<file path="src/rtl/arm_control_sequencer_if.sv">
// ---------------------------------------------------------------------------
// arm_control_sequencer_if
// Groups the signals between the control sequencer, the instruction memory /
// IR, and the RF + barrel shifter + ALU datapath.
//
// Inputs to the sequencer:
//   IR        [31:0]  current instruction register contents
//   FLAGS_OUT [3:0]   ALU status {N,Z,C,V}
//   MFC               memory function complete
// Outputs from the sequencer:
//   MFA               memory function activate (instruction read)
//   IR_LD             load IR from the memory data bus
//   LOAD              register file write enable
//   LOADPC            PC write enable
//   PCSRC             PC source: 0 = PC+4, 1 = branch target
//   IR_CU             1 = RF selects from IR fields, 0 = from RSLCT
//   RSLCT     [19:0]  CU register selects {Rn copy, Rd, Rs, Rm, Rn}
//   OP        [4:0]   ALU operation
//   S                 ALU flag update enable
//   ALU_OUT           ALU output drive enable
//   UNDEF             one-cycle pulse on an unsupported instruction class
//   ABORT             fetch timeout, held until reset
//
// Modports: master = the sequencer, slave = the datapath/memory side.
// ---------------------------------------------------------------------------
interface arm_control_sequencer_if;
    logic [31:0] IR;
    logic [3:0]  FLAGS_OUT;
    logic        MFC;
    logic        MFA;
    logic        IR_LD;
    logic        LOAD;
    logic        LOADPC;
    logic        PCSRC;
    logic        IR_CU;
    logic [19:0] RSLCT;
    logic [4:0]  OP;
    logic        S;
    logic        ALU_OUT;
    logic        UNDEF;
    logic        ABORT;

    modport master (
        input  IR, FLAGS_OUT, MFC,
        output MFA, IR_LD, LOAD, LOADPC, PCSRC, IR_CU, RSLCT, OP, S,
               ALU_OUT, UNDEF, ABORT
    );

    modport slave (
        output IR, FLAGS_OUT, MFC,
        input  MFA, IR_LD, LOAD, LOADPC, PCSRC, IR_CU, RSLCT, OP, S,
               ALU_OUT, UNDEF, ABORT
    );
endinterface

</file>
<file path="src/rtl/arm_control_sequencer.sv">
// ---------------------------------------------------------------------------
// arm_control_sequencer
// Multi-cycle Moore control unit for the RF + barrel shifter + ARM_ALU
// datapath. It fetches an instruction over the MFA/MFC handshake, has the IR
// loaded, checks the ARM condition field against the ALU flags and then runs
// a one-cycle data-processing or branch step.
//
// Ports:
//   Clk    system clock, state advances on the rising edge
//   RESET  asynchronous active-high reset; forces FETCH and zeroes outputs
//   bus    arm_control_sequencer_if.master (instruction/flags in, controls out)
//
// Parameter:
//   MFC_TIMEOUT  cycles allowed in WAIT_MFC without MFC before ABORT (1-255)
// ---------------------------------------------------------------------------
module arm_control_sequencer #(
    parameter int MFC_TIMEOUT = 15
) (
    input  logic                           Clk,
    input  logic                           RESET,
    arm_control_sequencer_if.master        bus
);

    typedef enum logic [2:0] {
        ST_FETCH,
        ST_WAIT_MFC,
        ST_LATCH_IR,
        ST_DECODE,
        ST_EXEC_DP,
        ST_BRANCH,
        ST_ABORT
    } state_t;

    localparam logic [7:0] TIMEOUT_COUNT = 8'(MFC_TIMEOUT);

    state_t      state_q, state_d;
    logic [7:0]  cnt_q, cnt_d;
    logic [7:0]  cnt_inc;
    logic        cond_pass;
    logic        flag_n, flag_z, flag_c, flag_v;
    logic        is_dp, is_branch, is_compare;

    logic        mfa, ir_ld, load, loadpc, pcsrc, ir_cu;
    logic [19:0] rslct;
    logic [4:0]  op;
    logic        s, alu_out, undef, abort;

    assign flag_n     = bus.FLAGS_OUT[3];
    assign flag_z     = bus.FLAGS_OUT[2];
    assign flag_c     = bus.FLAGS_OUT[1];
    assign flag_v     = bus.FLAGS_OUT[0];
    assign is_dp      = (bus.IR[27:26] == 2'b00);
    assign is_branch  = (bus.IR[27:25] == 3'b101);
    // TST/TEQ/CMP/CMN (opcodes 8..11) only set flags and never write back.
    assign is_compare = (bus.IR[24:23] == 2'b10);
    assign cnt_inc    = cnt_q + 8'd1;

    // ARM condition code evaluation; 1111 is treated as "never".
    always_comb begin
        cond_pass = 1'b0;
        unique case (bus.IR[31:28])
            4'h0:    cond_pass = flag_z;
            4'h1:    cond_pass = !flag_z;
            4'h2:    cond_pass = flag_c;
            4'h3:    cond_pass = !flag_c;
            4'h4:    cond_pass = flag_n;
            4'h5:    cond_pass = !flag_n;
            4'h6:    cond_pass = flag_v;
            4'h7:    cond_pass = !flag_v;
            4'h8:    cond_pass = flag_c && !flag_z;
            4'h9:    cond_pass = !flag_c || flag_z;
            4'hA:    cond_pass = (flag_n == flag_v);
            4'hB:    cond_pass = (flag_n != flag_v);
            4'hC:    cond_pass = !flag_z && (flag_n == flag_v);
            4'hD:    cond_pass = flag_z || (flag_n != flag_v);
            4'hE:    cond_pass = 1'b1;
            default: cond_pass = 1'b0;
        endcase
    end

    always_ff @(posedge Clk or posedge RESET) begin
        if (RESET) begin
            state_q <= ST_FETCH;
            cnt_q   <= 8'd0;
        end else begin
            state_q <= state_d;
            cnt_q   <= cnt_d;
        end
    end

    // Next state and Moore outputs. RESET gates the outputs combinationally so
    // they drop to zero the instant it rises, even mid-instruction.
    always_comb begin
        state_d = state_q;
        cnt_d   = cnt_q;
        mfa     = 1'b0;
        ir_ld   = 1'b0;
        load    = 1'b0;
        loadpc  = 1'b0;
        pcsrc   = 1'b0;
        ir_cu   = 1'b0;
        rslct   = 20'd0;
        op      = 5'd0;
        s       = 1'b0;
        alu_out = 1'b0;
        undef   = 1'b0;
        abort   = 1'b0;

        unique case (state_q)
            ST_FETCH: begin
                mfa     = 1'b1;
                // PC (R15) drives the memory address via Rn and its copy.
                rslct   = {4'hF, 12'h000, 4'hF};
                cnt_d   = 8'd0;
                state_d = ST_WAIT_MFC;
            end
            ST_WAIT_MFC: begin
                mfa = 1'b1;
                // MFC is checked first so it wins over a simultaneous timeout.
                if (bus.MFC) begin
                    state_d = ST_LATCH_IR;
                end else begin
                    cnt_d = cnt_inc;
                    if (cnt_inc >= TIMEOUT_COUNT) begin
                        state_d = ST_ABORT;
                    end
                end
            end
            ST_LATCH_IR: begin
                ir_ld   = 1'b1;
                loadpc  = 1'b1;
                cnt_d   = 8'd0;
                state_d = ST_DECODE;
            end
            ST_DECODE: begin
                ir_cu = 1'b1;
                if (!cond_pass) begin
                    state_d = ST_FETCH;
                end else if (is_dp) begin
                    state_d = ST_EXEC_DP;
                end else if (is_branch) begin
                    state_d = ST_BRANCH;
                end else begin
                    undef   = 1'b1;
                    state_d = ST_FETCH;
                end
            end
            ST_EXEC_DP: begin
                ir_cu   = 1'b1;
                alu_out = 1'b1;
                op      = {1'b0, bus.IR[24:21]};
                s       = bus.IR[20] | is_compare;
                load    = !is_compare;
                state_d = ST_FETCH;
            end
            ST_BRANCH: begin
                loadpc  = 1'b1;
                pcsrc   = 1'b1;
                state_d = ST_FETCH;
            end
            ST_ABORT: begin
                abort = 1'b1;
            end
            default: begin
                state_d = ST_FETCH;
            end
        endcase

        if (RESET) begin
            mfa     = 1'b0;
            ir_ld   = 1'b0;
            load    = 1'b0;
            loadpc  = 1'b0;
            pcsrc   = 1'b0;
            ir_cu   = 1'b0;
            rslct   = 20'd0;
            op      = 5'd0;
            s       = 1'b0;
            alu_out = 1'b0;
            undef   = 1'b0;
            abort   = 1'b0;
        end
    end

    assign bus.MFA     = mfa;
    assign bus.IR_LD   = ir_ld;
    assign bus.LOAD    = load;
    assign bus.LOADPC  = loadpc;
    assign bus.PCSRC   = pcsrc;
    assign bus.IR_CU   = ir_cu;
    assign bus.RSLCT   = rslct;
    assign bus.OP      = op;
    assign bus.S       = s;
    assign bus.ALU_OUT = alu_out;
    assign bus.UNDEF   = undef;
    assign bus.ABORT   = abort;

endmodule

</file>
<file path="src/flat_wrapper.sv">
// flat-port wrapper written by rule: the top's interface ports become plain ports
module arm_control_sequencer_flat 
#(
    parameter int MFC_TIMEOUT = 15
)
  (Clk, RESET, bus_IR, bus_FLAGS_OUT, bus_MFC, bus_MFA, bus_IR_LD, bus_LOAD, bus_LOADPC, bus_PCSRC, bus_IR_CU, bus_RSLCT, bus_OP, bus_S, bus_ALU_OUT, bus_UNDEF, bus_ABORT);
  arm_control_sequencer_if bus_i ();
  input  logic Clk;
  input  logic RESET;
  input wire logic [$bits(bus_i.IR)-1:0] bus_IR;
  input wire logic [$bits(bus_i.FLAGS_OUT)-1:0] bus_FLAGS_OUT;
  input wire logic [$bits(bus_i.MFC)-1:0] bus_MFC;
  output wire logic [$bits(bus_i.MFA)-1:0] bus_MFA;
  output wire logic [$bits(bus_i.IR_LD)-1:0] bus_IR_LD;
  output wire logic [$bits(bus_i.LOAD)-1:0] bus_LOAD;
  output wire logic [$bits(bus_i.LOADPC)-1:0] bus_LOADPC;
  output wire logic [$bits(bus_i.PCSRC)-1:0] bus_PCSRC;
  output wire logic [$bits(bus_i.IR_CU)-1:0] bus_IR_CU;
  output wire logic [$bits(bus_i.RSLCT)-1:0] bus_RSLCT;
  output wire logic [$bits(bus_i.OP)-1:0] bus_OP;
  output wire logic [$bits(bus_i.S)-1:0] bus_S;
  output wire logic [$bits(bus_i.ALU_OUT)-1:0] bus_ALU_OUT;
  output wire logic [$bits(bus_i.UNDEF)-1:0] bus_UNDEF;
  output wire logic [$bits(bus_i.ABORT)-1:0] bus_ABORT;
  assign bus_i.IR = bus_IR;
  assign bus_i.FLAGS_OUT = bus_FLAGS_OUT;
  assign bus_i.MFC = bus_MFC;
  assign bus_MFA = bus_i.MFA;
  assign bus_IR_LD = bus_i.IR_LD;
  assign bus_LOAD = bus_i.LOAD;
  assign bus_LOADPC = bus_i.LOADPC;
  assign bus_PCSRC = bus_i.PCSRC;
  assign bus_IR_CU = bus_i.IR_CU;
  assign bus_RSLCT = bus_i.RSLCT;
  assign bus_OP = bus_i.OP;
  assign bus_S = bus_i.S;
  assign bus_ALU_OUT = bus_i.ALU_OUT;
  assign bus_UNDEF = bus_i.UNDEF;
  assign bus_ABORT = bus_i.ABORT;
  arm_control_sequencer #(.MFC_TIMEOUT(MFC_TIMEOUT)) u_core (.Clk(Clk), .RESET(RESET), .bus(bus_i));
endmodule
</file>
<file path="config.mk">
export PLATFORM = sky130hd
export DESIGN_NAME = arm_control_sequencer_flat
export DESIGN_NICKNAME = d
export VERILOG_FILES = /design/src/rtl/arm_control_sequencer_if.sv /design/src/rtl/arm_control_sequencer.sv /design/src/flat_wrapper.sv
export SDC_FILE = /design/constraint.sdc
export NUM_CORES = 1
export LEC_CHECK = 0
export ABC_CLOCK_PERIOD_IN_PS = 6600
export CAP_MARGIN = 15
export CORE_MARGIN = 5
export CORE_UTILIZATION = 40
export DETAILED_ROUTE_END_ITERATION = 16
export MAX_ROUTING_LAYER = met4
export PLACE_DENSITY = 0.86
export SYNTH_ARGS = -nofsm -noshare
export SYNTH_HDL_FRONTEND = slang
export SYNTH_SLANG_ARGS = --single-unit
</file>
<file path="constraint.sdc">
create_clock -name Clk -period 6.6 [get_ports Clk]
set_clock_uncertainty 0.2 [all_clocks]
set_input_delay 0.66 -clock Clk [delete_from_list [all_inputs] [get_ports Clk]]
set_output_delay 0.66 -clock Clk [all_outputs]
set_load 0.01 [all_outputs]
</file>
# Yosys cells after proc, flatten, opt, wreduce, memory -nomap -nowiden
# Index checks and enable logic that the tools add are counted.
word_totals:
  in_bits: 39
  ff_bits: 11
op_classes:
  n_addsub: 1
  n_reduce_logical: 19
  n_mux: 36
  n_eq_ne: 26
  n_bitwise: 2
  magnitude_cmp: 1
op_table:
  columns: ["op", "count"]
  rows:
  - ["$mux W20", 2]
  - ["$eq A4 B4 Y1 const B", 7]
  - ["$mux W1", 23]
  - ["$eq A4 B3 Y1 const B", 4]
  - ["$pmux W8 S2", 1]
  - ["$mux W3", 5]
  - ["$pmux W1 S15", 1]
  - ["$pmux W3 S5", 1]
  - ["$eq A3 B3 Y1 const B", 4]
  - ["$add A8 B1 Y8 const B", 1]
  - ["$eq A4 B2 Y1 const B", 2]
  - ["$ge A8 B4 Y1 const B", 1]
  - ["$mux W4", 2]
  - ["$mux W8", 1]
  - ["$reduce_or A2 Y1", 4]
  - ["$eq A3 B2 Y1 const B", 2]
  - ["$logic_not A1 Y1", 5]
  - ["$eq A4 B1 Y1 const B", 1]
  - ["$logic_not A4 Y1", 1]
  - ["$reduce_and A2 Y1", 2]
  - ["$eq A3 B1 Y1 const B", 1]
  - ["$logic_not A3 Y1", 1]
  - ["$ne A3 B2 Y1 const B", 1]
  - ["$eq A2 B2 Y1 const B", 1]
  - ["9 further kinds", 11]

# Logic depth before layout (Yosys ltp)
depth:
  word_depth: 6
  ltp_mapped: 6

# Worst setup path after synthesis
# No wires, ideal clock.
synth_timing:
  path_type: "input to output"
  from: "input port bus_IR[29]"
  to: "output port bus_UNDEF"
  cell_stages: 5
  path_slack_ns: 3.725
  n_path_buf: 1
  arrival_time_ns: 2.015
  t_required_ns: 5.740
  cell_sequence: "clkbuf_1 or4b_1 o32ai_1 a221oi_1 nor4_1"
synth_between:
  elab_chain_len: 5
  word_cells_on_any_way: 19
  classes_between: "eq/ne (14); mux (4); reduce/logical (1)"
synth_rtl:
  columns: ["item", "line_no", "source"]
  rows:
  - ["start: declaration", "flat_wrapper.sv:10", "input wire logic [$bits(bus_i.IR)-1:0] bus_IR;"]
  - ["$eq A4 B4 Y1 (tied with other cells)", "arm_control_sequencer.sv:61", "unique case (bus.IR[31:28])"]
  - ["$pmux W1 S15 (*)", "arm_control_sequencer.sv:61", null]
  - ["$mux W1 (*)", "arm_control_sequencer.sv:137", "if (!cond_pass) begin"]
  - ["$mux W1 (*)", "arm_control_sequencer.sv:109", "unique case (state_q)"]
  - ["$mux W1 (*)", "arm_control_sequencer.sv:169", "if (RESET) begin"]
  - ["end: declaration", "flat_wrapper.sv:23", "output wire logic [$bits(bus_i.UNDEF)-1:0] bus_UNDEF;"]
# Mark *: on every way between the ends. The rest lies on a longest branch, timed or not.

# Final worst setup path
layout_timing:
  from: "input port bus_IR[30]"
  to: "output port bus_UNDEF"
# The elaborated chain is that of the path after synthesis.

==> results_dict.tcl <==
set metrics [dict create \
    max_freq_mhz 252 \
    fin_nets 220 \
    syn_avg_cell_area_um2 7.93 \
    cp_slowest_cell "clkdlybuf4s50_1" \
    grt_pass1_vias 973 \
    crit_type "in2out" \
    ys.flop_type "dfrtp_1" \
    cpLargestDelayFamily "buffers and inverters" \
    setup.worst_path.start_class "input port" \
    crit_chain "clkdlybuf4s50_1, and4b_1, o31ai_1, o311ai_0, a221oi_1, nor4_1, clkdlybuf4s50_1" \
    clock_latency_ps 270 \
    cts_tree "yes" \
    die_w_um 64.3 \
    ys_ff_latch 11 \
    max-cap-violations 0 \
    numCtsBuffers 3 \
    num_io_pins 74 \
    viasPerCell 5.44 \
    fin_crit_sh 0.600 \
    ant_nets 0 \
    ys_top_cells_by_area "dfrtp_1 (23%), buf_4 (13%), o21ai_0 (5.5%)" \
    drc 0 \
    worst_slew_pin_slew_ps 815 \
    setup_violations 0 \
    synth_cell_types 50 \
    die_h_um 64.3 \
    antenna_cells 0 \
    row_count 19 \
    p_leak_nw 0.622 \
    path_buf_inv 2 \
    cts.sinks 11 \
    status "finished, final reports clean" \
    port_buffers 40 \
    endpoint_kind "output pin" \
    post-place-ws_ps 2620 \
    ys_warn_count 0 \
    crit_arrival_ps 3100 \
    cts.repair.resized 0 \
    hold_class "reg2reg" \
    fin_crit_ps 3960 \
    rsz0062_at_grt "no" \
    nFillCells 288 \
    first_iter_violations 88 \
    htree_levels 1 \
    crit_required_ps 5740 \
    grt_util_all_layers 0.138 \
    wl_mm 2.76 \
    peakVddDrop_mv 0.0898 \
    routedWlPerCell_um 13.2 \
    grt_pass1_wl_mm 4.44 \
    hold_viol 0 \
    ff2ff_path_depth 6 \
    start_util 0.421 \
    max_stage_delay_ps 700 \
    maxSlewHeadroom 0.452 \
    maxSlewViolCount 0 \
    dieArea_mm2 0.00414 \
    hpwl_mm 2.21 \
    yosys.area.top_type_share 0.233 \
    vias 1138 \
    yosysMostFrequentCell "buf_4" \
    fin_ws_ps 2640 \
    clk_pin_slew_ps 70 \
    ys_async_sr_fraction 1.00 \
    powerDensity_mw_per_mm2 220 \
    antenna_found_initial 0 \
    yosysTopAreaCell "dfrtp_1" \
    cts-root-buf "clkbuf_4" \
    synth_edf_count 0 \
    place.gp.congestion 0.792 \
    syn-instance-count 149 \
    drive_gt1_frac 0.0674 \
    core_area_mm2 0.00281 \
    ys_top_cells_by_count "buf_4 (21), nor2_1 (13), o21ai_0 (13)" \
    area_delta_synth_final_pct 26.3 \
    critical_path.most_common_cell "clkdlybuf4s50_1" \
    grt_max_degree 15 \
    cts_setup_buffers 0 \
    cp_max_fo 11 \
    drt-pass1-iter-count 4 \
    ys_seq_area_frac 0.233 \
    critical_path_depth 7 \
    setup_tns_ps 0 \
    syn_area_mm2 0.00118 \
    cts_buffer_depth 2 \
    grt_overflow 0 \
    min_path_cells 1 \
    holdBufCountCts 0 \
]
worst paths after layout:
path | startpoint | slack, ps | endpoint
max in group asynchronous | RESET | 5230 | u_core.cnt_q[3]
min reg2reg | u_core.cnt_q[7] | 330 | u_core.cnt_q[7]
max | bus_IR[30] | 2640 | bus_UNDEF
max reg2reg | u_core.cnt_q[1] | 4360 | u_core.state_q[1]
min | u_core.cnt_q[7] | 330 | u_core.cnt_q[7]
min in group asynchronous | RESET | 660 | u_core.state_q[0]
worst register-to-register path, cell delays in order, from the launching register on:
cell and delay (ps):
dfrtp_1 460, ha_1 260, and3_2 250, nor3_1 170
a31oi_1 80, or4_4 530, a22o_1 190
layout by cell type, fill, tap and decap left out, types with 3 or more instances in the layout:
master / netlist / final
o21ai_0: 13 / 13
conb_1: 1 / 13
clkdlybuf4s50_1: 0 / 40
nor2_1: 13 / 13
inv_1: 4 / 4
nand3_1: 5 / 5
or2_2: 3 / 3
dfrtp_1: 11 / 11
and2_1: 4 / 4
mux2i_1: 4 / 4
nor3_1: 6 / 6
xor2_1: 5 / 5
nand2_1: 12 / 12
clkbuf_4: 0 / 3
metrics by stage:
step	hold WS (ps)	std cells	utilization	power [mW]	cell area, um^2
detailed placement	299	205	0.522	0.282	1470
global placement	292	205	0.522	0.278	1470
finish	331	209	0.532	0.328	1490
CTS	320	209	0.532	0.329	1490
floorplan	270	161	-	0.235	1230
global route	345	209	0.532	0.354	1490
per-layer routing:
layer / global-route usage / wire length, um / up-vias
li1: - / - / 558
met1: 0.163 / 1170 / 526
met2: 0.224 / 1330 / 48
met3: 0.0350 / 196 / 6
met4: 0.0580 / 67 / 0
met5: - / 0 / -
kinds of logic (layout without fill, tap and decap cells):
| family | count (synthesis) | count (layout) | share of synthesized area |
|---|---|---|---|
| simple gates | 65 | 65 | 0.320 |
| mux | 5 | 5 | 0.0434 |
| other cells | 1 | 13 | 0.00317 |
| fa+ha+maj | 2 | 2 | 0.0212 |
| xor+xnor | 6 | 6 | 0.0445 |
| buf+inv | 31 | 48 | 0.182 |
| compound gates | 28 | 28 | 0.153 |
| flops | 11 | 11 | 0.233 |
power by group:
| group | total (mW) | switching, mW | internal [mW] |
|---|---|---|---|
| logic | 0.175 | 0.0867 | 0.0885 |
| registers | 0.106 | 0.0264 | 0.0799 |
| clock network | 0.0462 | 0.0228 | 0.0234 |
registers in the layout (all words and copies together), names as in the netlist:
register / cells
u_core.cnt_q: 8
u_core.state_q: 3
cell type report:
class	instances	area, um^2	share of cell area
clock buffer	4	26.3	0.0176
inverter	4	15.0	0.0101
tap	31	38.8	0.0260
sequential	11	275	0.185
multi-input combinational	119	736	0.493
timing repair buffer	40	400	0.268
No activity file was read; power rests on OpenSTA's default activity.
